## config.mk

```make
export PLATFORM = sky130hd
export DESIGN_NAME = prism_config_reader
export DESIGN_NICKNAME = d
export VERILOG_FILES = /design/src/rtl/prism_config_reader.sv
export SDC_FILE = /design/constraint.sdc
export NUM_CORES = 1
export LEC_CHECK = 0
export ABC_AREA = 1
export CAP_MARGIN = 20
export CORE_AREA = 2 2 230 232
export CTS_BUF_LIST = sky130_fd_sc_hd__clkbuf_4
export DETAILED_ROUTE_END_ITERATION = 6
export DIE_AREA = 0 0 232 234
export PLACE_DENSITY = 0.55
export SYNTH_ARGS = -nofsm -noshare
export SYNTH_HDL_FRONTEND = slang
export SYNTH_SLANG_ARGS = --single-unit
```

## constraint.sdc

```tcl
create_clock -name clk -period 2.3 [get_ports clk]
set_input_delay 0.46 -clock clk [delete_from_list [all_inputs] [get_ports clk]]
set_output_delay 0.46 -clock clk [all_outputs]
set_load 0.1 [all_outputs]
```

## src/rtl/prism_config_reader.sv

```systemverilog
`default_nettype none
// ============================================================================
//  Module   : prism_config_reader
//  Purpose  : On each CPU request, reads one 32-bit word from the PRISM latch
//             chain, returns it with a one-cycle valid strobe, and keeps an XOR
//             checksum over each full pass.
//  Revision : 1.0  initial release
// ============================================================================
module prism_config_reader #(
    parameter int WIDTH = 64,
    parameter int DEPTH = 8,
    // Derived from WIDTH and DEPTH; not meant to be overridden.
    localparam int NWORDS = DEPTH * WIDTH / 32,
    localparam int IDX_W  = (NWORDS > 1) ? $clog2(NWORDS) : 1
) (
    input  logic                   clk,
    input  logic                   rst_n,
    input  logic [WIDTH*DEPTH-1:0] config_bus,
    input  logic                   loader_busy,
    input  logic                   start,
    input  logic                   rd_req,
    output logic [31:0]            rd_data,
    output logic                   rd_valid,
    output logic                   rd_last,
    output logic [IDX_W-1:0]       word_idx,
    output logic                   busy,
    output logic [31:0]            checksum,
    output logic                   checksum_valid,
    output logic                   rd_overrun
);

    localparam logic [IDX_W-1:0] C_LAST_IDX = IDX_W'(NWORDS - 1);

    typedef enum logic [1:0] {
        IDLE    = 2'd0,
        WAIT_LD = 2'd1,
        CAPTURE = 2'd2,
        PRESENT = 2'd3
    } state_t;

    state_t           r_state;
    state_t           w_next;
    logic [31:0]      r_rd_data;
    logic             r_rd_valid;
    logic             r_rd_last;
    logic [IDX_W-1:0] r_word_idx;
    logic [31:0]      r_checksum;
    logic             r_checksum_valid;
    logic             r_rd_overrun;
    logic             w_overrun_set;
    logic [31:0]      w_words [NWORDS];

    for (genvar k = 0; k < NWORDS; k++) begin : g_words
        assign w_words[k] = config_bus[32*k +: 32];
    end

    // A request in PRESENT is accepted directly, as if the engine were idle.
    always_comb begin
        w_next        = r_state;
        w_overrun_set = 1'b0;
        case (r_state)
            IDLE: begin
                if (rd_req) w_next = loader_busy ? WAIT_LD : CAPTURE;
            end
            WAIT_LD: begin
                w_overrun_set = rd_req;
                if (!loader_busy) w_next = CAPTURE;
            end
            CAPTURE: begin
                w_overrun_set = rd_req;
                w_next        = PRESENT;
            end
            PRESENT: begin
                if (rd_req) w_next = loader_busy ? WAIT_LD : CAPTURE;
                else        w_next = IDLE;
            end
            default: w_next = IDLE;
        endcase
        if (start) begin
            w_next        = IDLE;
            w_overrun_set = 1'b0;
        end
    end

    always_ff @(posedge clk) begin
        if (!rst_n) begin
            r_state          <= IDLE;
            r_rd_data        <= 32'd0;
            r_rd_valid       <= 1'b0;
            r_rd_last        <= 1'b0;
            r_word_idx       <= '0;
            r_checksum       <= 32'd0;
            r_checksum_valid <= 1'b0;
            r_rd_overrun     <= 1'b0;
        end else begin
            r_state    <= w_next;
            r_rd_valid <= 1'b0;
            r_rd_last  <= 1'b0;
            if (start) begin
                r_word_idx       <= '0;
                r_checksum       <= 32'd0;
                r_checksum_valid <= 1'b0;
                r_rd_overrun     <= 1'b0;
            end else begin
                if (w_overrun_set) r_rd_overrun <= 1'b1;
                // The output data register doubles as the capture register, so the
                // word is presented in the cycle right after CAPTURE.
                if (r_state == CAPTURE) begin
                    r_rd_data  <= w_words[r_word_idx];
                    r_rd_valid <= 1'b1;
                    r_rd_last  <= (r_word_idx == C_LAST_IDX);
                end
                if (r_state == PRESENT) begin
                    if (r_word_idx == '0) begin
                        r_checksum       <= r_rd_data;
                        r_checksum_valid <= 1'b0;
                    end else begin
                        r_checksum <= r_checksum ^ r_rd_data;
                    end
                    if (r_word_idx == C_LAST_IDX) begin
                        r_word_idx       <= '0;
                        r_checksum_valid <= 1'b1;
                    end else begin
                        r_word_idx <= r_word_idx + 1'b1;
                    end
                end
            end
        end
    end

    assign rd_data        = r_rd_data;
    assign rd_valid       = r_rd_valid;
    assign rd_last        = r_rd_last;
    assign word_idx       = r_word_idx;
    assign busy           = (r_state != IDLE);
    assign checksum       = r_checksum;
    assign checksum_valid = r_checksum_valid;
    assign rd_overrun     = r_rd_overrun;

endmodule
`default_nettype wire

```

==> summary.md, run 1 <==
| Metric | Value |
|---|---|
| Final Hold Violating Endpoints | 0 |
| Mean Syn Cell Area | 4.93 um2 |
| Remaining global-route overflow | 0 |
| Crit path arrival time | roughly 1700 ps |
| Hold Path Class | flop to flop |
| Setup TNS | 0 ps |
| Mux share of post-synthesis cell area | 0% |
| Pwr dens | 254 nW/um2 |
| IO Port Bufs | 589 |
| WS Path Type | flop to primary output |
| P&R area growth vs syn | 75.2% |
| Clock skew | 52.3 ps |
| Leak | 7.53 nW |
| Initial antenna violation count | 14 |
| DRT iter0 DRCs | 808 |
| Final setup vio count | 0 |
| Share of cells above drive strength 1 | 6.28% |
| Yosys warns | 0 |
| Die Y | 234 um |
| FF/Latch Area | 1490 um2 |
| Slew HR | 65.0% |
| Nets | 2877 |
| CP Launch Type | flop |
| Cell count after synthesis | about 1800 |
| Placed cell count | roughly 3000 |
| Tmin final | 2160 ps |
| Detailed Place HPWL | 49.1 mm |
| Sequential share of the synthesized area | 16.5% |
| Largest net degree at the start of global routing | 94 |
| Vias in the first global route | 12900 |
| Fillers | 5918 |
| Post-synth cell types | 23 |
| Worst slack at placement | 167 ps |
| Post-Layout Cell Count | about 3100 |
| Global-route wire length before repair | 84.9 mm |
| Compound-cell area share of the yosys netlist | under 10% |
| FP Rows | 84 |
| Starting Density | between 10% and 20% |
| Max-cap violations | 0 |
| GPL Wtd Cong | 0.952 |
| GR Util met1 | 26.0% |
| Clock Path Buffers | 2 |
| Largest family of logic cells by synthesized area | simple AND/OR/NAND/NOR gates |
| Synth Net Count | 2352 |
| Die area | 54300 um2 |
| H-tree depth | 3 |
| Area of the multi-input gates | 5760 um2 |
| Min Hold Slack | a little over 500 ps |
| Routed wire length | 59.8 mm |
| Gr busiest metal | met2 |
| TritonCTS Sinks | 74 |
| CP endpoint kind | primary output |
| Cts hold-fix bufs | 0 |
| 1st-pass router iterations | 5 |
| Cell Area, Synth | 9000 um2 |
| Tcrit/Tclk final | 94.1% |
| Post-Synth XOR/XNOR Area | 0% |
| Simple-Gate Fraction of Synth Area | 53.8% |
| DRC viols | 0 |
| Outcome | finished clean |
| Total track usage | 21.3% |
| Fin. max-slew vios | 0 |
| Crit path required time | 1840 ps |
| M3 GR Usage | 4.05% |
| Post-synthesis adder-cell area fraction | 0.973% |
| Core Area | 52000 um2 |
| Root buf cell | clkbuf_4 |
| Met2 Use GR | around 39% |
| RSZ-0062 raised after global routing | false |
| Final core utilization | 30.3% |
| Overall die width | around 230 um |
| Routed via count | 13300 |
| I/O pins | 590 |
| TritonCTS buffer count | 9 |
| F_max | 0.462 GHz |
| Worst slew pin tran | between 500 and 600 ps |
| Worst skew pair latency | 500 ps |
| Drt via density | 4.36 |
| Register bit count reported by yosys | 74 |
| Crit Path Max Fanout | 93 |
| WL/cell | 19.6 um |
| Post-CTS setup buffer count | 0 |
| Post-route ant nets | 0 |
| Clock transition at the registers of the reported paths | 150 ps |
| Final WS setup | between 100 and 150 ps |
| CTS tree | built |
| Peak VDD IR | 0.204 mV |
[worst max-delay path: stages (launching register included)]
cell     delay, ps
dfxtp_4        450
buf_16         280
buf_12         260
buf_12         200
[power by group]
part | switching, W | internal (W) | total, W
clock network | 0.000607 | 0.000359 | 0.000966
logic | 0.000720 | 0.000988 | 0.00171
registers | 0.0000368 | 0.00130 | 0.00134
total | 0.00136 | 0.00265 | 0.00401
[per-layer routing]
metal / vias up / share of wire, %
met3: 48 / 7.0
met5: - / 0.10
met4: 8 / 1.6
met2: 511 / 50
met1: 6096 / 41
li1: 6645 / -
[cell type report]
class,count,area share (%)
Multi-Input combinational cell,1327,36.5
Sequential cell,74,9.44
Inverter,304,7.30
Timing Repair Buffer,637,40.3
Antenna cell,7,0.111
Clock inverter,6,0.452
Tap cell,688,5.46
Clock buffer,10,0.476
[layout by cell type (no fill, tap or decap), types with 2 or more instances in the layout]
master,n
nand4_1,33
nand2_1,682
a21oi_1,7
clkbuf_4,10
buf_4,99
dfxtp_4,2
nand3_1,259
diode_2,7
a31oi_1,2
o21ai_1,22
a22oi_1,32
buf_12,21
ha_1,6
dfxtp_1,72
clkdlybuf4s50_1,516
inv_1,301
nor2_4,5
nor3_1,2
inv_4,2
o21ai_0,76
inv_6,3
nor2_1,198
[through the flow]
step | total power (W) | cell area [um2]
floorplan | 0.00192 | 9010
global placement | 0.00309 | 15600
detailed placement | 0.00309 | 15600
CTS | 0.00408 | 15800
global route | 0.00425 | 15800
finish | 0.00401 | 15800
[cell usage after synthesis]
master	number	area share, %
nor2_1	200	8.3
ha_1	7	0.97
o21ai_0	76	4.2
nand4_1	33	2.3
inv_4	1	0.070
nor2_2	3	0.21
a22oi_1	32	2.7
dfxtp_1	74	16
buf_2	51	2.8
o21ai_1	22	1.2
a21oi_1	7	0.39
clkbuf_1	39	1.6
nor3_1	2	0.11
o22ai_1	1	0.070
nand2_1	682	28
clkinv_1	1	0.042
buf_6	9	1.1
buf_1	6	0.25
inv_1	301	13
inv_2	1	0.042
buf_4	18	1.5
nand3_1	260	14
a31oi_1	2	0.14
[flip-flops by register name (all words and copies together) (netlist names)]
| name | count |
|---|---|
| r_state | 2 |
| rd_data | 32 |
| checksum_valid | 1 |
| checksum | 32 |
| word_idx | 4 |
| rd_overrun | 1 |
| rd_last | 1 |
| rd_valid | 1 |
[repair_timing]
item,4_1_cts,5_1_grt
endpoints found under the setup margin,0,1
endpoints found under the hold margin,0,0
resized for setup,0,1
[cell families (layout without fill, tap and decap cells)]
kind of cell    count (synthesis)  count (layout)
buf+inv                       427             957
fa+ha+maj                       7               7
compound gates                140             140
other cells                     0               7
flops                          74              74
simple gates                 1180            1180
[path summary, 6_finish.rpt]
check | start | end | slack, ps | cells past startpoint
max reg2reg | word_idx[0] | rd_data[15] | 240 | 8
min | checksum_valid | checksum_valid | 510 | 2
min reg2reg | checksum_valid | checksum_valid | 510 | 2
max | word_idx[0] | word_idx[0] | 140 | 3
Note: power is estimated with default switching activity, not from simulation.
==> run 2, diff against run 1 <==
--- a/config.mk
+++ b/config.mk
@@ -11,7 +11,6 @@
 export CTS_BUF_LIST = sky130_fd_sc_hd__clkbuf_4
 export DETAILED_ROUTE_END_ITERATION = 6
 export DIE_AREA = 0 0 232 234
-export PLACE_DENSITY = 0.55
 export SYNTH_ARGS = -nofsm -noshare
 export SYNTH_HDL_FRONTEND = slang
 export SYNTH_SLANG_ARGS = --single-unit
==> run 2 against run 1 <==
Sequential share of layout area hardly changed. Cell area is 0.15% lower. Setup slack better by 22 ps. Die area stayed put. Critical endpoint is now rd_data[4].
==> summary.md, run 2 (synthesized netlist as in run 1, its figures left out) <==
| Metric | Value |
|---|---|
| Outcome | finished clean (unchanged) |
| Min Hold Slack | 476 ps (was 505 ps) |
| Worst setup endpoint | rd_data[4] (was word_idx[0]) |
| CP max stage delay | 440 ps (was 450 ps) |
| Post-route ant nets | 0 (unchanged) |
| Remaining global-route overflow | 0 (unchanged) |
| Reg2Reg Depth | 9 (was 8) |
| Largest net degree at the start of global routing | 72 (was 94) |
| Initial antenna violation count | 6 (was 14) |
| Max-cap violations | 0 (unchanged) |
| Vias in the first global route | 12500 (was 12900) |
| Setup TNS | 0 ps (unchanged) |
| I/O pins | 590 (unchanged) |
| 1st-pass router iterations | 5 (unchanged) |
| IO Port Bufs | 589 (unchanged) |
| Total track usage | 20.8% (was 21.3%) |
| FF/Latch Area | 1490 um2 (unchanged) |
| Worst slack at placement | 111 ps (was 167 ps) |
| Leak | 7.53 nW (about the same) |
| CP Launch Type | flop (unchanged) |
| Global-route wire length before repair | 81.9 mm (was 84.9 mm) |
| CP max stage cell | dfxtp_4 (unchanged) |
| CP endpoint kind | flop (was primary output) |
| Root buf cell | clkbuf_4 (unchanged) |
| GPL Wtd Cong | 0.963 (was 0.952) |
| FP Rows | 84 (unchanged) |
| WS Path Type | flop to flop (was flop to primary output) |
| Worst r2r src | word_idx[0] (unchanged) |
| Tmin final | 2140 ps (was 2160 ps) |
| DRC viols | 0 (unchanged) |
| Clock skew | 16.7 ps (was 52.3 ps) |
| Final WS setup | 158 ps (was 136 ps) |
| Fillers | 6002 (was 5918) |
| Routed wire length | 58.5 mm (was 59.8 mm) |
| Worst R2R End | rd_data[4] (was rd_data[15]) |
| CTS tree | built (unchanged) |
| Worst skew pair latency | 450 ps (was 500 ps) |
| Worst Setup SP | word_idx[0] (unchanged) |
| WL/cell | 19.1 um (was 19.6 um) |
| Pwr dens | 242 nW/um2 (was 254 nW/um2) |
| Starting Density | 17.3% (unchanged) |
| Final core utilization | 30.3% (about the same) |
| Fin. max-slew vios | 0 (unchanged) |
| Resize count post-CTS | 0 (unchanged) |
| Tcrit/Tclk final | 93.1% (was 94.1%) |
| CP Cell Sequence | buf_12 -> buf_4 -> nand2_1 -> nand3_1 -> nand2_1 -> nand2_1 -> nand3_1 -> nor2_1 -> nor2_1 (was buf_16 -> buf_12 -> buf_12) |
| Final Hold Violating Endpoints | 0 (unchanged) |
| Crit path arrival time | 2480 ps (was 1700 ps) |
| TritonCTS Sinks | 74 (unchanged) |
| Worst slew pin tran | 658 ps (was 519 ps) |
| Die Y | 234 um (unchanged) |
| Crit Path Max Fanout | 57 (was 93) |
| H-tree depth | 3 (unchanged) |
| Final setup vio count | 0 (unchanged) |
| Slew HR | 56.1% (was 65.0%) |
| Peak VDD IR | 0.224 mV (was 0.204 mV) |
| Clock transition at the registers of the reported paths | 140 ps (was 150 ps) |
| Most common cell on crit path | nand2_1 (was buf_12) |
| Post-CTS setup buffer count | 0 (unchanged) |
| Total power | 0.00381 W (was 0.00401 W) |
| Detailed Place HPWL | 48.7 mm (was 49.1 mm) |
| Share of cells above drive strength 1 | 6.75% (was 6.28%) |
| Overall die width | 232 um (unchanged) |
| Core Area | 52000 um2 (unchanged) |
| P&R area growth vs syn | 74.9% (was 75.2%) |
| Nets | 2891 (was 2877) |
| R2R Setup Slk | 160 ps (was 240 ps) |
| TritonCTS buffer count | 9 (unchanged) |
| Most common cell after layout, fill and taps aside | nand2_1 (unchanged) |
| RSZ-0062 raised after global routing | false (unchanged) |
| Clock Path Buffers | 2 (unchanged) |
| DRT iter0 DRCs | 676 (was 808) |
| Most frequent cells in the layout | nand2_1, clkdlybuf4s50_1, inv_1 (unchanged) |
| Routed via count | 13000 (was 13300) |
| Drt via density | 4.25 (was 4.36) |
| Area of the multi-input gates | 5750 um2 (was 5760 um2) |
| F_max | 0.467 GHz (was 0.462 GHz) |
| Hold Path Class | flop to flop (unchanged) |
| Crit path required time | 2630 ps (was 1840 ps) |
| Die area | 54300 um2 (unchanged) |
| Cts hold-fix bufs | 0 (unchanged) |
run 2: where the power goes:
part | switching (W) | internal, W | leakage (nW) | total (W)
clock | 0.000556 | 0.000210 | 0.0590 | 0.000765
combinational | 0.000713 | 0.000992 | 6.87 | 0.00171
sequential | 0.0000346 | 0.00130 | 0.599 | 0.00134
total | 0.00130 | 0.00250 | 7.53 | 0.00381
run 2: critical path: cells and delay by family (launching register included):
family | cells | cell delay [ps]
and+or+nand+nor | 7 | 1000
DFF | 1 | 440
buffers and inverters | 2 | 550
run 2: worst min path at each step:
stage                endpoint      startpoint  cells after the start
2_1_floorplan      r_state[1]      r_state[1]                      2
4_1_cts        checksum_valid  checksum_valid                      2
3_3_place_gp   checksum_valid  checksum_valid                      2
5_1_grt        checksum_valid  checksum_valid                      2
3_5_place_dp   checksum_valid  checksum_valid                      2
6_report       checksum_valid  checksum_valid                      2
run 2: layout make-up:
class	count	area share (%)
multi-input combinational	1327	36.5
timing repair buffer	651	40.6
tap	688	5.46
clock inverter	6	0.222
inverter	304	7.31
antenna	3	0.0477
clock buffer	9	0.429
sequential	74	9.45
run 2: per-layer routing:
metal | wire [um] | up-vias | share of wire (%) | track usage (%)
li1 | - | 6668 | - | -
met1 | 25200 | 5800 | 43 | 25.9
met2 | 28200 | 493 | 48 | 36.9
met4 | 1130 | 4 | 1.9 | 4.95
met3 | 3890 | 50 | 6.6 | 3.71
met5 | 22 | - | 0.038 | 0
run 2: stage by stage:
| step | instance area (um2) | std cells |
|---|---|---|
| 3_3_place_gp | 15600 | 3044 |
| 3_5_place_dp | 15600 | 3044 |
| 6_report | 15800 | 3062 |
| 4_1_cts | 15700 | 3059 |
| 2_1_floorplan | 9010 | 1828 |
| 5_1_grt | 15800 | 3062 |
==> run 3, diff against run 2 <==
--- a/config.mk
+++ b/config.mk
@@ -8,7 +8,6 @@
 export ABC_AREA = 1
 export CAP_MARGIN = 20
 export CORE_AREA = 2 2 230 232
-export CTS_BUF_LIST = sky130_fd_sc_hd__clkbuf_4
 export DETAILED_ROUTE_END_ITERATION = 6
 export DIE_AREA = 0 0 232 234
 export SYNTH_ARGS = -nofsm -noshare
==> run 3 against run 2 <==
Global-route usage about the same. Largest power group unchanged. Cell area up 1.0%. Critical path type unchanged. Die area unchanged. Maximum frequency up 0.72%. Sequential share of layout area down 0.098 points. Critical path depth unchanged.
==> summary.md, run 3 (synthesized netlist as in run 1, its figures left out) <==
| Metric | Value |
|---|---|
| Outcome | finished clean (unchanged) |
| Overall die width | 232 um (unchanged) |
| Resize count post-CTS | 0 (unchanged) |
| Tmin final | 2130 ps (was 2140 ps) |
| IO Port Bufs | 589 (unchanged) |
| Remaining global-route overflow | 0 (unchanged) |
| Initial antenna violation count | 5 (was 6) |
| Clock Path Buffers | 2 (unchanged) |
| Nets | 2891 (unchanged) |
| Final WS setup | 173 ps (was 158 ps) |
| Fin. max-slew vios | 0 (unchanged) |
| CP endpoint kind | flop (unchanged) |
| Worst slew pin tran | 663 ps (was 658 ps) |
| I/O pins | 590 (unchanged) |
| Total track usage | 20.8% (about the same) |
| Post-CTS setup buffer count | 0 (unchanged) |
| Clock transition at the registers of the reported paths | 70 ps (was 140 ps) |
| GPL Wtd Cong | 0.963 (unchanged) |
| Cts hold-fix bufs | 0 (unchanged) |
| H-tree depth | 3 (unchanged) |
| 1st-pass router iterations | 5 (unchanged) |
| CTS tree | built (unchanged) |
| Most common cell after layout, fill and taps aside | nand2_1 (unchanged) |
| Core Area | 52000 um2 (unchanged) |
| Share of cells above drive strength 1 | 6.79% (was 6.75%) |
| Crit path arrival time | 2350 ps (was 2480 ps) |
| Max-cap violations | 0 (unchanged) |
| Slew HR | 55.8% (was 56.1%) |
| Largest net degree at the start of global routing | 72 (unchanged) |
| Detailed Place HPWL | 48.7 mm (unchanged) |
| DRC viols | 0 (unchanged) |
| Routed via count | 13100 (was 13000) |
| Most frequent cells in the layout | nand2_1, clkdlybuf4s50_1, inv_1 (unchanged) |
| Routed wire length | 58.6 mm (was 58.5 mm) |
| Setup TNS | 0 ps (unchanged) |
| CP Launch Type | flop (unchanged) |
| Crit Path Max Fanout | 57 (unchanged) |
| Die area | 54300 um2 (unchanged) |
| Worst skew pair latency | 340 ps (was 450 ps) |
| Drt via density | 4.27 (was 4.25) |
| Peak VDD IR | 0.331 mV (was 0.224 mV) |
| Vias in the first global route | 12500 (about the same) |
| RSZ-0062 raised after global routing | false (unchanged) |
| TritonCTS Sinks | 74 (unchanged) |
| FP Rows | 84 (unchanged) |
| Starting Density | 17.3% (unchanged) |
| Post-route ant nets | 0 (unchanged) |
| Clock skew | 9.40 ps (was 16.7 ps) |
| WS Path Type | flop to flop (unchanged) |
| Pwr dens | 278 nW/um2 (was 242 nW/um2) |
| Global-route wire length before repair | 82.0 mm (was 81.9 mm) |
| Final Hold Violating Endpoints | 0 (unchanged) |
| WL/cell | 19.1 um (about the same) |
| TritonCTS buffer count | 9 (unchanged) |
| Root buf cell | clkbuf_16 (was clkbuf_4) |
| Worst slack at placement | 111 ps (unchanged) |
| DRT iter0 DRCs | 694 (was 676) |
| Final setup vio count | 0 (unchanged) |
| Leak | 7.60 nW (was 7.53 nW) |
| Tcrit/Tclk final | 92.5% (was 93.1%) |
| F_max | 0.470 GHz (was 0.467 GHz) |
| Die Y | 234 um (unchanged) |
| P&R area growth vs syn | 76.8% (was 74.9%) |
| Crit path required time | 2520 ps (was 2630 ps) |
| Hold Path Class | flop to flop (unchanged) |
run 3: cell types whose count changed in the layout (fill, tap and decap cells not counted), sizes merged:
cell / delta
clkbuf: +1
clkinv: -1
diode: -1
run 3: layout make-up:
type | count | area [um2]
fill | 5981 | 36100
timing repair buffer | 651 | 6390
multi-input combinational | 1327 | 5750
tap | 688 | 861
sequential | 74 | 1490
clock inverter | 5 | 31.3
antenna | 2 | 5.00
inverter | 304 | 1150
clock buffer | 10 | 239
run 3: report_power, final:
part	switching [W]	leakage [nW]	internal, W
sequential	0.0000345	0.599	0.00130
combinational	0.000714	6.87	0.000992
clock	0.000623	0.134	0.000752
run 3: metrics by stage:
step / instance area [um2] / instances / utilization (%) / hold slack (ps) / power [W]
after floorplan: 9010 / 1828 / - / 478 / 0.00192
after global placement: 15600 / 3044 / 30.1 / 456 / 0.00308
after detailed placement: 15600 / 3044 / 30.1 / 458 / 0.00309
after CTS: 15900 / 3059 / 30.6 / 467 / 0.00449
after global routing: 15900 / 3061 / 30.6 / 487 / 0.00468
final: 15900 / 3061 / 30.6 / 465 / 0.00442
run 3: critical path: stages, from the launching register on:
cell     delay [ps]
dfxtp_4         410
buf_12          250
buf_4           310
nand2_1          80
nand3_1         130
nand2_1         150
nand2_1         140
nand3_1         180
nor2_1          260
nor2_1           60
run 3: metal layers:
metal	GRT usage (%)	vias up	part of all wire, %
li1	-	6667	-
met1	25.9	5854	43
met2	36.9	491	48
met3	3.72	55	6.4
met4	5.09	4	2.0
met5	0	-	0.038
run 3: final timing paths:
| kind | startpoint | endpoint | slack, ps | depth (start not counted) |
|---|---|---|---|---|
| hold reg to reg | checksum_valid | checksum_valid | 470 | 2 |
| setup reg to reg | word_idx[0] | rd_data[4] | 170 | 9 |
| hold / removal | checksum_valid | checksum_valid | 470 | 2 |
| setup / recovery | word_idx[0] | rd_data[4] | 170 | 9 |
